`config.mk`:
```
export PLATFORM = sky130hd
export DESIGN_NAME = nbit_pipelined_addsub
export DESIGN_NICKNAME = d
export VERILOG_FILES = /design/src/rtl/addsub_pkg.sv /design/src/rtl/addsub_chunk_stage.sv /design/src/rtl/nbit_pipelined_addsub.sv
export SDC_FILE = /design/constraint.sdc
export NUM_CORES = 1
export LEC_CHECK = 0
export ABC_CLOCK_PERIOD_IN_PS = 2200
export CAP_MARGIN = 20
export CORE_MARGIN = 3
export CORE_UTILIZATION = 40
export CTS_CLUSTER_SIZE = 25
export DETAILED_ROUTE_END_ITERATION = 10
export DONT_BUFFER_PORTS = 1
export MAX_ROUTING_LAYER = met4
export PLACE_DENSITY = 0.58
export SYNTH_ARGS = -nofsm -noshare
export SYNTH_HDL_FRONTEND = slang
export SYNTH_SLANG_ARGS = --single-unit
```
`constraint.sdc`:
```
create_clock -name clk -period 2.2 [get_ports clk]
set_input_delay 0.22 -clock clk [delete_from_list [all_inputs] [get_ports clk]]
set_output_delay 0.22 -clock clk [all_outputs]
set_load 0.01 [all_outputs]
```
`src/rtl/addsub_pkg.sv`:
```
// Shared constants and helpers for the pipelined adder/subtractor.
package addsub_pkg;

  localparam logic MODE_ADD = 1'b0;
  localparam logic MODE_SUB = 1'b1;

  // Number of CHUNK-bit carry stages needed to cover WIDTH bits.
  function automatic int nstages(input int width, input int chunk);
    return width / chunk;
  endfunction

endpackage

```
`src/rtl/addsub_chunk_stage.sv`:
```
// One CHUNK-bit slice of the carry chain. It registers the chunk sum and the
// carry out, and carries the operation's valid/sub/sign bits along with it.
// With PIPELINE_ENABLE = 0 it collapses to pure combinational logic.
module addsub_chunk_stage #(
  parameter int CHUNK           = 4,
  parameter bit PIPELINE_ENABLE = 1'b1
) (
  input  logic             clk,
  input  logic             rst,
  input  logic             ce,
  input  logic             valid,
  input  logic             sub,
  input  logic             sign_a,
  input  logic             sign_b,
  input  logic             carry,
  input  logic [CHUNK-1:0] a,
  input  logic [CHUNK-1:0] b,
  output logic             valid_s,
  output logic             sub_s,
  output logic             sign_a_s,
  output logic             sign_b_s,
  output logic             carry_s,
  output logic [CHUNK-1:0] sum
);

  // b is already inverted for subtract and carry is already the effective carry.
  logic [CHUNK:0] total;
  assign total = {1'b0, a} + {1'b0, b} + {{CHUNK{1'b0}}, carry};

  if (PIPELINE_ENABLE) begin : g_reg
    // Stage register: chunk result plus the side-band bits of the same operation.
    always_ff @(posedge clk) begin
      if (rst) begin
        valid_s  <= 1'b0;
        sub_s    <= 1'b0;
        sign_a_s <= 1'b0;
        sign_b_s <= 1'b0;
        carry_s  <= 1'b0;
        sum      <= '0;
      end else if (ce) begin
        valid_s          <= valid;
        sub_s            <= sub;
        sign_a_s         <= sign_a;
        sign_b_s         <= sign_b;
        {carry_s, sum}   <= total;
      end
    end
  end else begin : g_comb
    assign valid_s        = valid;
    assign sub_s          = sub;
    assign sign_a_s       = sign_a;
    assign sign_b_s       = sign_b;
    assign {carry_s, sum} = total;
  end

endmodule

```
`src/rtl/nbit_pipelined_addsub.sv`:
```
// WIDTH-bit adder/subtractor with the carry chain cut into CHUNK-bit stages.
// Operand chunk j is skewed j stages so it meets the carry from below; result
// chunk j is de-skewed NSTAGES-1-j stages so all chunks leave together.
module nbit_pipelined_addsub
  import addsub_pkg::*;
#(
  parameter int WIDTH           = 16,
  parameter int CHUNK           = 4,
  parameter bit PIPELINE_ENABLE = 1'b1
) (
  input  logic             clk,
  input  logic             rst,
  input  logic             ce,
  input  logic             valid_in,
  input  logic [WIDTH-1:0] a,
  input  logic [WIDTH-1:0] b,
  input  logic             cin,
  input  logic             sub,
  output logic             valid_out,
  output logic [WIDTH-1:0] sum,
  output logic             cout,
  output logic             ovf
);

  localparam int NSTAGES = nstages(WIDTH, CHUNK);

  if (WIDTH % CHUNK != 0 || NSTAGES < 1) begin : g_bad_cfg
    $error("nbit_pipelined_addsub: WIDTH (%0d) must be a positive multiple of CHUNK (%0d)",
           WIDTH, CHUNK);
  end

  // Subtract is a + ~b + ~cin, so invert b and the carry-in up front.
  logic [WIDTH-1:0] b_eff;
  assign b_eff = (sub == MODE_SUB) ? ~b : b;

  // Index k is the value entering stage k; index NSTAGES leaves the last stage.
  logic [NSTAGES:0] vld_pipe, carry, sub_pipe, sign_a_pipe, sign_b_pipe;
  assign vld_pipe[0]    = valid_in;
  assign carry[0]       = (sub == MODE_SUB) ? ~cin : cin;
  assign sub_pipe[0]    = sub;
  assign sign_a_pipe[0] = a[WIDTH-1];
  assign sign_b_pipe[0] = b[WIDTH-1];

  for (genvar j = 0; j < NSTAGES; j++) begin : g_chunk
    localparam int SKEW   = j;
    localparam int DESKEW = NSTAGES - 1 - j;

    logic [CHUNK-1:0] a_at, b_at, chunk_sum;

    if (PIPELINE_ENABLE && SKEW > 0) begin : g_skew
      logic [SKEW-1:0][CHUNK-1:0] a_q, b_q;
      // Operand chunk waits SKEW stages for the carry of the chunks below it.
      always_ff @(posedge clk) begin
        if (rst) begin
          a_q <= '0;
          b_q <= '0;
        end else if (ce) begin
          for (int i = SKEW - 1; i > 0; i--) begin
            a_q[i] <= a_q[i-1];
            b_q[i] <= b_q[i-1];
          end
          a_q[0] <= a[j*CHUNK +: CHUNK];
          b_q[0] <= b_eff[j*CHUNK +: CHUNK];
        end
      end
      assign a_at = a_q[SKEW-1];
      assign b_at = b_q[SKEW-1];
    end else begin : g_no_skew
      assign a_at = a[j*CHUNK +: CHUNK];
      assign b_at = b_eff[j*CHUNK +: CHUNK];
    end

    addsub_chunk_stage #(
      .CHUNK           (CHUNK),
      .PIPELINE_ENABLE (PIPELINE_ENABLE)
    ) u_stage (
      .clk      (clk),
      .rst      (rst),
      .ce       (ce),
      .valid    (vld_pipe[j]),
      .sub      (sub_pipe[j]),
      .sign_a   (sign_a_pipe[j]),
      .sign_b   (sign_b_pipe[j]),
      .carry    (carry[j]),
      .a        (a_at),
      .b        (b_at),
      .valid_s  (vld_pipe[j+1]),
      .sub_s    (sub_pipe[j+1]),
      .sign_a_s (sign_a_pipe[j+1]),
      .sign_b_s (sign_b_pipe[j+1]),
      .carry_s  (carry[j+1]),
      .sum      (chunk_sum)
    );

    if (PIPELINE_ENABLE && DESKEW > 0) begin : g_deskew
      logic [DESKEW-1:0][CHUNK-1:0] s_q;
      // Finished result chunk waits for the upper chunks of the same operation.
      always_ff @(posedge clk) begin
        if (rst) begin
          s_q <= '0;
        end else if (ce) begin
          for (int i = DESKEW - 1; i > 0; i--) s_q[i] <= s_q[i-1];
          s_q[0] <= chunk_sum;
        end
      end
      assign sum[j*CHUNK +: CHUNK] = s_q[DESKEW-1];
    end else begin : g_no_deskew
      assign sum[j*CHUNK +: CHUNK] = chunk_sum;
    end
  end

  assign valid_out = vld_pipe[NSTAGES];
  assign cout      = carry[NSTAGES];

  // Signed overflow: operand signs agree (add) or differ (sub), and the
  // result sign departs from a. Uses the sub/sign bits carried with this op.
  logic signs_match;
  assign signs_match = (sub_pipe[NSTAGES] == MODE_SUB)
                     ? (sign_a_pipe[NSTAGES] != sign_b_pipe[NSTAGES])
                     : (sign_a_pipe[NSTAGES] == sign_b_pipe[NSTAGES]);
  assign ovf = signs_match && (sum[WIDTH-1] != sign_a_pipe[NSTAGES]);

endmodule

```
==> impl_results.rst <==
.. list-table::
   :header-rows: 1

   * - Metric
     - Value
   * - Sequential cell area fraction in the yosys report
     - 46.1%
   * - Number of synthesized register bits
     - 105
   * - Clock Root Buffer
     - clkbuf_16
   * - Data arrival at the endpoint of the critical path
     - 2.04 ns
   * - Run status
     - completed
   * - Post-detailed-route via-to-cell ratio
     - 5.10
   * - Critical path start-end classification
     - flop to flop
   * - Total setup buffers inserted after CTS
     - 0
   * - Category of the worst setup path capture point
     - flop
   * - Setup slack, reg-to-reg
     - 0.41 ns
   * - Count of yosys warnings during synthesis
     - 0
   * - Routed vias
     - 2879
   * - Initial standard-cell utilization of the core
     - 41.6%
   * - Count of endpoints failing setup in the final report
     - 0
   * - Final routed DRC violation total
     - 0
   * - Number of global-route vias before repair
     - 2791
   * - Tcrit/Tclk final
     - 81.4%
   * - Max_slew headroom
     - 39.3%
   * - Number of standard cells after synthesis
     - 438
   * - Avg Cell Area, Syn
     - 10.4 µm²
   * - Latest clock arrival within the worst-skew pair
     - 0.34 ns
   * - Count of instances resized after the clock tree is built
     - 0
   * - Worst-case setup margin in the final layout
     - 0.410 ns
   * - CTS Buf Count
     - 9
   * - Standard cell with the maximum stage delay on the critical path
     - fa_1
   * - Syn Std Cell Area
     - 0.00456 mm²
   * - FFs w/ async S/R, synth
     - 0%
   * - ANT nets after route
     - 0
   * - Layout area overhead
     - 6.50%
   * - Setup repair after global routing missed its margin
     - false
   * - Filler instances
     - 1053
   * - Wire length of the first global-routing pass
     - 14400 µm
   * - Maximum single-stage delay on the critical path
     - 0.44 ns
   * - Clock slew at reported path FFs
     - 0.07 ns
   * - Core area
     - 0.0110 mm²
   * - Top_reg_cell synth
     - dfxtp_1
   * - Total wire length after detailed routing
     - 8430 µm
   * - Post-detailed-placement half-perimeter wirelength
     - 5010 µm
   * - Layout net count
     - 478
   * - GPL Wtd Cong
     - 0.760
   * - Final setup TNS
     - 0 ns
   * - Transition at the pin with the smallest max-transition slack
     - 0.907 ns
   * - Final routed wire length divided by cell count
     - 14.9 µm
   * - Number of flops mapped to enable cells by yosys
     - 0
   * - Worst Path Required
     - 2.45 ns
   * - Worst min-delay path category
     - input port to flop
   * - Pre-CTS setup slack
     - 0.430 ns
   * - Final Max Slew Viols
     - 0
   * - Number of core rows
     - 38
   * - Max-capacitance violation count
     - 0
   * - Net count of the mapped netlist
     - 496
   * - Most frequent CP cell
     - fa_1
   * - Pin count of the biggest net entering global routing
     - 111
   * - Ordered cell list for the critical path
     - inv_1, fa_1, fa_1, nor2b_1, o21ai_0, a311oi_1
   * - Final Critical Period
     - 1.79 ns
   * - DIE AREA
     - 0.0127 mm²
   * - Overall Global Routing Usage
     - 14.4%
   * - Iteration-0 DRC count of the detailed router
     - 202
   * - I/O pin count
     - 57
   * - Setup crit start kind
     - flop
   * - Share of post-route cells with drive strength above 1
     - 5.88%
   * - Fin Clk Skew
     - 0.00788 ns
   * - IR drop worst, VDD
     - 0.603 mV
   * - Total number of clock tree sinks
     - 105
   * - Max H-tree Level
     - 3
   * - Family with the most delay on the worst path
     - adder cells
   * - Number of detailed-routing iterations run before antenna repair
     - 4
   * - Hold Fails Final Rpt
     - 0
   * - Number of antenna violations at the first check in global routing
     - 0
   * - Worst path bufs/invs
     - 1
   * - Maximum fanout encountered on the critical timing path
     - 2
   * - Floorplan die width
     - 113 µm
   * - Antenna Cells
     - 0
   * - Largest area contributor in the synthesized netlist
     - dfxtp_1
   * - Die extent in y
     - 113 µm
   * - Clock tree from TritonCTS
     - built
   * - Leakage
     - 0.00205 µW
   * - Number of hold buffers added after CTS
     - 7
   * - Overall overflow remaining after global route
     - 0
   * - Power per cell area
     - 827 mW/mm²
   * - Longest Clk Path Bufs
     - 2
   * - Number of library cell types mapped by synthesis
     - 32
   * - Share of the synthesized area in the top cell type
     - 46.1%
   * - Largest cells by area after synthesis
     - dfxtp_1 (46%), mux2i_1 (17%), nor2_1 (8.3%), fa_1 (3.5%), xnor2_1 (3.5%)
   * - Count of input and output buffers
     - 0
   * - Achievable clock frequency
     - 559 MHz
[worst reg2reg max path, cell delays in order (launching register included)]
cell      delay, ns
dfxtp_1        0.33
inv_1          0.06
fa_1           0.44
fa_1           0.41
nor2b_1        0.12
o21ai_0        0.09
a311oi_1       0.25
[placed cells by master (no fill, tap or decap), drive strengths merged, types with 8 or more instances in the layout]
master  count
ha         12
inv        16
mux2i      78
xnor2      18
a211oi     21
clkbuf     13
dfxtp     105
fa          8
nor2      101
[flip-flops by register name (all words and copies together), names as in the netlist]
name	count
g_chunk.g_deskew.s_q	16
g_chunk.u_stage.sum	16
g_chunk.a_at	12
g_chunk.b_at	12
g_chunk.g_skew.a_q	12
g_chunk.g_skew.b_q	12
sum	8
g_chunk.u_stage.carry_s	4
g_chunk.u_stage.sign_b_s	4
g_chunk.u_stage.sub_s	4
g_chunk.u_stage.valid_s	4
g_chunk.u_stage.sign_a_s	1
[cells in the mapped netlist (all sizes together), types with 3 or more instances]
cell and n:
clkbuf 4, dfxtp 105, ha 12, nand3 3
inv 16, mux2i 78, fa 8, xor2 4
nand3b 5, a21oi 6, xnor2 18, a2111oi 4
a211oi 21, nor2 101, nand2 4, buf 32
[path summary, 6_finish.rpt]
path / start / end / cells after the start
hold reg to reg: g_chunk[1].u_stage.sum[1] / g_chunk[1].u_stage.sum[1] / 2
setup reg to reg: g_chunk[3].a_at[0] / g_chunk[3].u_stage.carry_s / 6
setup / recovery: g_chunk[3].a_at[0] / g_chunk[3].u_stage.carry_s / 6
hold / removal: a[5] / g_chunk[1].a_at[1] / 2
[layer usage]
metal	routed length, µm	global-route usage [%]	vias up
li1	-	-	1440
met1	4180	19.7	1375
met2	3760	20.9	54
met3	369	4.12	10
met4	116	4.09	0
met5	0	-	-
[area by class of cell]
type / instances / area [µm²] / area share (%)
timing repair buffer: 7 / 87.6 / 1.80
sequential: 105 / 2100 / 43.2
inverter: 16 / 60.1 / 1.24
multi-input combinational: 281 / 2120 / 43.6
clock buffer: 13 / 270 / 5.56
clock inverter: 3 / 47.5 / 0.978
tap: 140 / 175 / 3.60
[per-stage QoR]
stage | std cells | area, µm² | total power, µW | hold slack [ns] | util (%)
final | 565 | 4860 | 4020 | 0.0324 | 44.3
after CTS | 565 | 4860 | 4090 | 0.0219 | 44.3
after detailed placement | 542 | 4460 | 2370 | 0.301 | 40.6
after global routing | 565 | 4860 | 4220 | 0.0359 | 44.3
after global placement | 542 | 4460 | 2360 | 0.301 | 40.6
after floorplan | 438 | 4560 | 2420 | 0.367 | -
[report_power, final]
group	internal, µW	leakage, µW	total [µW]	switching [µW]
Sequential	1990	0.000858	2050	58.8
Combinational	171	0.00104	320	149
Clock	980	0.000156	1650	666
Total	3150	0.00205	4020	874
[cell families (layout without fill, tap and decap cells)]
group / count (synthesis) / after routing / share of synthesized area, %
buffers and inverters: 52 / 39 / 7.54
AND/OR/NAND/NOR: 121 / 121 / 11.1
adder cells (fa/ha/maj): 20 / 20 / 6.80
XOR/XNOR: 22 / 22 / 4.22
multiplexers: 78 / 78 / 17.1
flip-flops: 105 / 105 / 46.1
AO/OA/AOI/OAI: 40 / 40 / 7.21
Power figures use the tool's default switching activity.
